--- config.mk ---
export PLATFORM = sky130hd
export DESIGN_NAME = shift_add_multiplier
export DESIGN_NICKNAME = d
export VERILOG_FILES = /design/src/rtl/shift_add_multiplier.sv
export SDC_FILE = /design/constraint.sdc
export NUM_CORES = 1
export LEC_CHECK = 0
export CAP_MARGIN = 20
export CORE_MARGIN = 4
export CORE_UTILIZATION = 49
export CTS_BUF_LIST = sky130_fd_sc_hd__clkbuf_2 sky130_fd_sc_hd__clkbuf_4 sky130_fd_sc_hd__clkbuf_8
export CTS_CLUSTER_DIAMETER = 30
export CTS_CLUSTER_SIZE = 30
export DETAILED_ROUTE_END_ITERATION = 12
export GPL_ROUTABILITY_DRIVEN = 0
export HOLD_SLACK_MARGIN = 0.06
export PLACE_DENSITY = 0.68
export SYNTH_ARGS = -nofsm -noshare
export SYNTH_HDL_FRONTEND = slang
export SYNTH_SLANG_ARGS = --single-unit
--- constraint.sdc ---
create_clock -name clk -period 3.7 [get_ports clk]
set_input_delay 0.37 -clock clk [delete_from_list [all_inputs] [get_ports clk]]
set_output_delay 0.37 -clock clk [all_outputs]
set_load 0.02 [all_outputs]
--- src/rtl/shift_add_multiplier.sv ---
// rtl/shift_add_multiplier.sv - sequential shift-and-add multiplier, one multiplier bit per clock
// Optional two's-complement operands when MULT_SIGNED_EN is defined (adds the tc port).
module shift_add_multiplier #(
  parameter int WIDTH = 8
) (
  input  logic                 clk,
  input  logic                 rst_n,
  input  logic                 in_valid,
  output logic                 in_ready,
  input  logic [WIDTH-1:0]     a,
  input  logic [WIDTH-1:0]     b,
`ifdef MULT_SIGNED_EN
  input  logic                 tc,
`endif
  output logic                 out_valid,
  input  logic                 out_ready,
  output logic [2*WIDTH-1:0]   y,
  output logic                 busy
);

  localparam int CW = (WIDTH > 2) ? $clog2(WIDTH) : 1;

  typedef enum logic [1:0] {
    IDLE = 2'd0,
    BUSY = 2'd1,
    DONE = 2'd2
  } state_t;

  state_t               state_q, state_d;
  logic [2*WIDTH-1:0]   mcand_q, mcand_d;
  logic [WIDTH-1:0]     mplier_q, mplier_d;
  logic [2*WIDTH-1:0]   acc_q, acc_d;
  logic [CW-1:0]        cnt_q, cnt_d;
  logic [2*WIDTH-1:0]   y_q, y_d;
  logic [2*WIDTH-1:0]   partial;
  logic [WIDTH-1:0]     a_mag;
  logic [WIDTH-1:0]     b_mag;
  logic                 last_bit;
  logic                 accept;

`ifdef MULT_SIGNED_EN
  logic                 sign_q, sign_d;
  logic                 neg_a;
  logic                 neg_b;

  // Magnitude of the most negative value still fits in WIDTH unsigned bits.
  assign neg_a = tc & a[WIDTH-1];
  assign neg_b = tc & b[WIDTH-1];
  assign a_mag = neg_a ? (~a + WIDTH'(1)) : a;
  assign b_mag = neg_b ? (~b + WIDTH'(1)) : b;
`else
  assign a_mag = a;
  assign b_mag = b;
`endif

  assign accept   = (state_q == IDLE) && in_valid;
  assign last_bit = (cnt_q == CW'(WIDTH - 1));
  assign partial  = acc_q + (mplier_q[0] ? mcand_q : '0);

  always_ff @(posedge clk) begin
    if (!rst_n) begin
      state_q <= IDLE;
    end else begin
      state_q <= state_d;
    end
  end

  always_comb begin
    state_d = state_q;
    case (state_q)
      IDLE:    if (in_valid)  state_d = BUSY;
      BUSY:    if (last_bit)  state_d = DONE;
      DONE:    if (out_ready) state_d = IDLE;
      default: state_d = IDLE;
    endcase
  end

  always_comb begin
    in_ready  = (state_q == IDLE);
    busy      = (state_q == BUSY);
    out_valid = (state_q == DONE);
  end

  always_comb begin
    mcand_d  = mcand_q;
    mplier_d = mplier_q;
    acc_d    = acc_q;
    cnt_d    = cnt_q;
    y_d      = y_q;
`ifdef MULT_SIGNED_EN
    sign_d   = sign_q;
`endif
    if (accept) begin
      mcand_d  = {{WIDTH{1'b0}}, a_mag};
      mplier_d = b_mag;
      acc_d    = '0;
      cnt_d    = '0;
`ifdef MULT_SIGNED_EN
      sign_d   = neg_a ^ neg_b;
`endif
    end else if (state_q == BUSY) begin
      acc_d    = partial;
      mcand_d  = mcand_q << 1;
      mplier_d = mplier_q >> 1;
      cnt_d    = cnt_q + CW'(1);
      if (last_bit) begin
`ifdef MULT_SIGNED_EN
        y_d = sign_q ? (~partial + (2*WIDTH)'(1)) : partial;
`else
        y_d = partial;
`endif
      end
    end
  end

  always_ff @(posedge clk) begin
    if (!rst_n) begin
      mcand_q  <= '0;
      mplier_q <= '0;
      acc_q    <= '0;
      cnt_q    <= '0;
      y_q      <= '0;
`ifdef MULT_SIGNED_EN
      sign_q   <= 1'b0;
`endif
    end else begin
      mcand_q  <= mcand_d;
      mplier_q <= mplier_d;
      acc_q    <= acc_d;
      cnt_q    <= cnt_d;
      y_q      <= y_d;
`ifdef MULT_SIGNED_EN
      sign_q   <= sign_d;
`endif
    end
  end

  assign y = y_q;

endmodule
### Word level (Yosys, flattened, before mapping)

Cells that the tools add are included.

* reduce and logical (&&, ||, !) cells: 6
* equality and inequality tests: 6
* add/sub/neg operators: 2
* bitwise operators: 2
* muxes and demuxes: 9

Operators with widths (number)
* two-way mux 8 bit: 4
* adder 16 bit: 1
* two-way mux 16 bit: 1
* two-way mux 2 bit: 3
* case mux 2 bit (3 select lines): 1
* AND reduction 3 bit: 2
* inequality test 2 x 1 -> 1 bit, second input constant: 2
* adder 3 x 1 -> 3 bit, second input constant: 1
* == test 3 bit, second input constant: 1
* == test 2 x 1 -> 1 bit, second input constant: 1
* == test 2 bit, second input constant: 1
* zero test 2 bit: 1
* inequality test 2 bit, second input constant: 1
* inverter 1 bit: 2
* nonzero test 2 bit: 1
* OR reduction 2 bit: 1
* logical AND 1 bit: 1

* word-level logic and storage cells: 32
* flip-flop bits (word level): 61
* output and inout bits: 19
* input port bits: 20

### Logic depth before layout (Yosys ltp)

* word-level depth: 4
* gate-level depth with buffers: 9
* depth with buffers taken out: 8

### Worst setup path before layout

Ideal clock, no wire load.

* kind: reg-to-reg
* start point: register mplier_q[0]
* end point: register acc_q[12]
* buffers on the path: 1
* setup time: 122 ps
* slack: 1160 ps
* period minus slack after synthesis: 2540 ps
* arrival: 2418 ps
* data required time: 3578 ps
* cell stages (with the launch flop): 10
* path through: dfxtp_1 -> clkbuf_1 -> and2_1 -> ha_1 -> fa_1 -> a21o_2 -> a311oi_2 -> o21bai_1 -> and3_1 -> a311o_1

* longest elaborated chain between the ends: 2

Ends and longest elaborated chain
* start: declaration: RTL line 31 `logic [WIDTH-1:0] mplier_q, mplier_d;`
* start signal: assignment: RTL line 128 `mplier_q <= mplier_d;`
* two-way mux 16 bit: RTL line 58 `assign partial = acc_q + (mplier_q[0] ? mcand_q : '0);`
* adder 16 bit: RTL line 58
* end signal: assignment: RTL line 120 `acc_q <= '0;`
* end signal: assignment: RTL line 129 `acc_q <= acc_d;`
* end: declaration: RTL line 32 `logic [2*WIDTH-1:0] acc_q, acc_d;`

No other way between the ends.
A chain may end at the register's enable or synchronous reset.

### Final worst setup path

Ends and elaborated chain as after synthesis.

==> impl_metrics.tcl <==
set metrics [dict create \
    status "completed" \
    setup_viol 0 \
    fin_crit_sh_pct 75.49 \
    yosysTopAreaCellShare_pct 37.34 \
    yosysSeqAreaShare_pct 37.34 \
    cts_made_buffers 9 \
    seq_area_um2 1221 \
    final_net_count 465 \
    h-tree-depth 3 \
    crit_path_start_kind "flip-flop" \
    p_per_area_nw_per_um2 381.4 \
    antenna_found_initial 0 \
    tns_ps 0 \
    hp-class "reg2reg" \
    critPathMaxStageDelay_ps 440 \
    final_util_pct 60.65 \
    skew_ps 9.979 \
    avgSynthCellArea_um2 8.156 \
    netlist_top_cells_count "nand2_1 (74), dfxtp_1 (61), a21oi_1 (32)" \
    grt_max_degree 46 \
    ctsHoldBuffers 0 \
    fillCellCount 629 \
    worstPathRequired_ps 3990 \
    die-area_um2 8046 \
    grtUsageMet2_pct 32.77 \
    max_cap_violations 0 \
    die_x_um 89.70 \
    vdd_drop_max_mv 0.2257 \
    ios 39 \
    yosysMostFrequentCell "nand2_1" \
    drc 0 \
    clockRootBuffer "clkbuf_8" \
    dp_hpwl_um 5310 \
    final_antenna_net_count 0 \
    first_global_vias 2703 \
    synth-async-reset-ratio_pct 0 \
    diodes 0 \
    crit_type "reg2reg" \
    yosys_warnings 0 \
    cts_tree "yes" \
    route.vias.total 2910 \
    synth_cell_types 54 \
    rsz0062_at_grt "no" \
    drt-vias-per-instance 5.717 \
    crit_slowest_cell "dfxtp_1" \
    drt-total-wl_um 7708 \
    slew_violations 0 \
    clock_tree.buffer_depth 2 \
    synth_fp_nets 439 \
    drive_above_1_share_pct 7.176 \
    crit_chain "and2_1, ha_1, fa_1, a21o_2, a311oi_2, o21bai_1, a2111oi_0, a311o_1" \
    grt.busiest_layer "met2" \
    portBuffers 38 \
    cts_resized 0 \
    die_h_um 89.70 \
    worst-path-max-fanout 17 \
    synth_edf_count 0 \
    ys_seq_elements 61 \
    avgRoutedWirePerCell_um 15.14 \
    clock_sinks 61 \
    multi_input_area_um2 1919 \
    grt_use_met1_pct 25.07 \
    maxSlewHeadroom_pct 35.69 \
    clk_pin_slew_ps 80 \
    yosysTopAreaCell "dfxtp_1" \
    dr.first_iter.drc_count 132 \
    syn_area_um2 3271 \
    finalCriticalPeriod_ps 2793 \
    p_leak_uw 0.001531 \
    hold_viol 0 \
    start_util_pct 50.93 \
    drt_first_pass_iters 5 \
    grt_pass1_wl_um 12960 \
    synth_ff_type "dfxtp_1" \
    clk_latency_ps 350 \
    fmax_mhz 358.0 \
    core.rowCount 29 \
    cp.arrival_ps 3090 \
    post_cts_buffers 0 \
    core_um2 6422 \
    gr-total-overflow 0 \
    track_usage_pct 19.78 \
    synth_area_leaders "dfxtp_1 (37%), nand2_1 (8.5%), ha_1 (6.5%), a21boi_0 (5.0%), a21oi_1 (4.9%)" \
    use_met3_pct 4.007 \
    cp-end-kind "flip-flop" \
    postSynthCellCount 401 \
    tightest_slew_ps 961.1 \
    areaGrowthSynthToFinish_pct 19.09 \
]
[flip-flops by register name, indices dropped and copies added, names as in the netlist]
signal	cells
acc_q	16
mplier_q	8
state_q	2
mcand_q	16
y	16
cnt_q	3
[cell families (layout without fill, tap and decap cells)]
group | after synthesis | after routing | synth area share (%)
fa+ha+maj | 18 | 18 | 7.115
mux | 1 | 1 | 0.3061
flops | 61 | 61 | 37.34
compound gates | 124 | 124 | 25.98
simple gates | 156 | 156 | 22.88
buf+inv | 32 | 63 | 3.978
xor+xnor | 9 | 9 | 2.410
[stage by stage]
stage | setup slack [ps] | total power [uW] | std cells | hold slack, ps | area, um^2
global placement | 1015 | 816.1 | 493 | 445.4 | 3666
finish | 906.8 | 1486 | 509 | 459.0 | 3895
detailed placement | 926.1 | 819.1 | 493 | 451.5 | 3666
floorplan | 1160 | 772.1 | 401 | 436.4 | 3271
CTS | 906.7 | 1499 | 509 | 461.6 | 3895
global route | 615.3 | 1546 | 509 | 480.9 | 3895
[path summary, 6_finish.rpt]
path | from | endpoint | slack [ps] | cells past startpoint
worst max-delay path | mplier_q[0] | acc_q[12] | 910 | 8
worst min-delay path | mcand_q[15] | mcand_q[15] | 460 | 2
worst max register to register | mplier_q[0] | acc_q[12] | 910 | 8
worst min register to register | mcand_q[15] | mcand_q[15] | 460 | 2
[metal layers]
layer | vias up | routed length (um)
met5 | - | 0
li1 | 1494 | -
met2 | 72 | 3516
met3 | 16 | 431
met1 | 1328 | 3585
met4 | 0 | 175
[worst max-delay path: cells and delay by family (launching register included)]
family,cells,cell delay (ps)
compound gates,5,1450
simple gates,1,200
fa+ha+maj,2,630
flops,1,440
[report_power, final]
| part | switching, uW | internal [uW] | leakage [uW] |
|---|---|---|---|
| sequential | 12.7 | 672 | 0.000494 |
| combinational | 69.8 | 48.0 | 0.000928 |
| clock | 277 | 406 | 0.000109 |
[layout make-up]
cell class	instances	area share [%]
clock buffers	11	3.726
clock inverters	5	2.152
inverters	5	0.4818
multi-input cells	308	49.28
flip-flops and latches	61	31.35
well taps	77	2.473
repair buffers	42	10.54
[cell usage in the layout, fill, tap and decap left out, drive strengths merged, types with 6 or more instances in the layout]
master          n
clkbuf         11
nand2          74
nand3          25
o21ai          16
a22oi          14
clkdlybuf4s50  38
and2           21
dfxtp          61
xnor2           6
nor2           11
a21oi          32
and3            8
a21boi         22
a21o            9
ha             17
Power figures use the tool's default switching activity.
==> RTL edit: new RTL, same flow settings <==
The option `MULT_SIGNED_EN` is turned on by a define.
--- a/src/rtl/shift_add_multiplier.sv
+++ b/src/rtl/shift_add_multiplier.sv
@@ -1,4 +1,6 @@
 // rtl/shift_add_multiplier.sv - sequential shift-and-add multiplier, one multiplier bit per clock
 // Optional two's-complement operands when MULT_SIGNED_EN is defined (adds the tc port).
+`define MULT_SIGNED_EN
+
 module shift_add_multiplier #(
   parameter int WIDTH = 8
Ports: changed (added tc); port bits go from 39 to 40. No check against the original RTL was run, so the function may have changed too.
==> RTL edit against the original RTL <==
Setup slack got worse by 0.57 ns; die area up 17%; sequential cell count up 1; power is 6.9% higher; wire length up 13%; area after synthesis rose by 18%; final area grew 17%; clock power decreased by 2%; sequential power increased by 3.2%.
==> RTL edit: results (changes against the original RTL) <==
Run status
The flow ran to the end, and the final reports show no timing, DRC or antenna violations.

Critical path
The most critical setup path has its startpoint at mplier_q[0]. The largest stage delay on the critical path came to 0.59 ns (+0.15 ns). The path depth of the worst reg2reg path is 11 (+3). The critical path arrival is 3.62 ns (+0.53 ns).

The maximum net fanout on the critical path is 17 (unchanged). The worst setup path is captured at a flop. The worst setup path is launched from a flop. The cell family with the largest share of critical-path delay is compound AO/OA/AOI/OAI gates. The library cell contributing the largest single delay on the critical path is a2111oi_1. The worst-case register-to-register setup slack came to 0.34 ns (-0.57 ns). The worst register-to-register path ends at y[15].

Global route
The global routing usage summed across all routing layers is 18.9% (-0.86 points). The largest net degree at the start of global routing is 43 (-6.5%). The global-route wire length before repair was 14900 µm (+15%). The number of antenna violations at the first check in global routing is 0 (unchanged). The via count of the first global-routing pass came to 3145 (+16%).

Layout
The antenna diode count came to 0 (unchanged). The fraction of final layout cells with drive strength greater than 1 is 6.78% (-0.40 points). The number of nets in the layout is 568 (+22%).

The number of fill cells in the layout came to 730 (+16%).

Synthesis
The most used flip-flop cell after synthesis is dfxtp_1. The number of synthesis warnings is 0 (unchanged). The fraction of the yosys area taken by sequential cells was 32.1% (-5.2 points). The commonest cells after synthesis are 83 x nand2_1, 62 x dfxtp_1, 49 x a21oi_1. The proportion of synthesized flip-flops having asynchronous set or reset was 0% (unchanged).

The net count after synthesis came to 539 (+23%). By area the synthesized netlist is led by dfxtp_1 32%, nand2_1 8.1%, ha_1 6.5%. The mean cell area of the mapped netlist is 7.78 µm² (-4.6%).

The number of library cell types mapped by synthesis is 65 (+20%).

Drt
The wire length per cell is 13.7 µm (-9.2%). The DRC violation total after the first TritonRoute iteration is 177 (+34%). The length of the first detailed-routing pass in iterations is 4 (-1). The number of vias after detailed routing was 3473 (+19%). The remaining antenna violation count after routing is 0 (unchanged). The detailed-route vias per instance was 5.49 (-4.0%).

Power
The standby leakage power is 1.76 nW (+15%). The switching part of the total was 26.3% (+2.1 points). The maximum ir drop on the vdd rail is 0.165 mV (-27%).

Placement
The number of buffer cells added on primary ports is 39 (+2.6%). The estimated wirelength of the detail-placed design is 6380 µm (+20%). The placed instance count is 617 (+25%).

Clocking
The clock latency reported for the late side of the worst-skew pair is 0.35 ns (about the same). The cell sitting at the root of the clock tree is a clkbuf_8. The total setup buffers inserted after CTS was 0 (unchanged). The CTS buffer count is 9 (unchanged).

The number of levels the H-tree was split into is 3 (unchanged). The number of buffers on the longest clock path is 2 (unchanged). The number of gates resized after CTS is 0 (unchanged). Clock-pin slew was measured on the worst setup and hold paths at about 0.07 ns.

Min path
In this run the most critical hold path is launched from y[2]. The path with the worst hold slack has its endpoint at y[2]. The number of stages on the worst hold path is 2 (unchanged).

The path class of the tightest hold or removal check is flop to flop.

Timing
The pin slew with the least headroom to its limit was 0.971 ns (+0.0103 ns). The final clock skew is 0.0118 ns (+0.00180 ns). The number of setup violations in the final report is 0 (unchanged).
-- RTL edit: area by class of cell --
cell class | count | area share, %
well taps | 102 | 2.81
repair buffers | 47 | 9.90
clock inverters | 5 | 1.82
flip-flops and latches | 62 | 27.3
clock buffers | 11 | 3.05
multi-input cells | 393 | 54.1
inverters | 13 | 1.07
-- RTL edit: power by group through the flow --
stage                     Sequential [mW]  Combinational [mW]  Clock, mW
after floorplan                     0.714               0.148          0
after global placement              0.722               0.209          0
after detailed placement            0.722               0.213          0
after CTS                           0.707               0.213      0.678
after global routing                0.710               0.237      0.714
final                               0.707               0.213      0.668
-- RTL edit: per-layer routing --
| layer | track usage, % | vias to the layer above | share of wire (%) | wire length (µm) |
|---|---|---|---|---|
| met2 | 27.9 | 87 | 43 | 3750 |
| li1 | - | 1822 | - | - |
| met4 | 7.99 | 0 | 0.85 | 74 |
| met1 | 27.0 | 1558 | 50 | 4320 |
| met5 | 0 | - | 0 | 0 |
| met3 | 3.53 | 6 | 6.4 | 554 |
-- RTL edit: cells by family after synthesis --
| logic type | count (synthesis) | synth area share, % |
|---|---|---|
| AND/OR/NAND/NOR | 209 | 25.5 |
| XOR/XNOR | 30 | 6.79 |
| buffers and inverters | 42 | 4.30 |
| adder cells (fa/ha/maj) | 21 | 6.99 |
| flip-flops | 62 | 32.1 |
| multiplexers | 1 | 0.259 |
| AO/OA/AOI/OAI | 132 | 24.0 |
-- RTL edit: per-stage QoR --
stage               power [mW]  setup slack [ns]  area (µm²)  hold WS [ns]
floorplan                0.863             0.538        3870         0.437
global placement         0.930             0.395        4330         0.443
detailed placement       0.935             0.333        4330         0.446
CTS                       1.60             0.318        4550         0.455
global route              1.66            0.0726        4550         0.482
finish                    1.59             0.342        4550         0.451
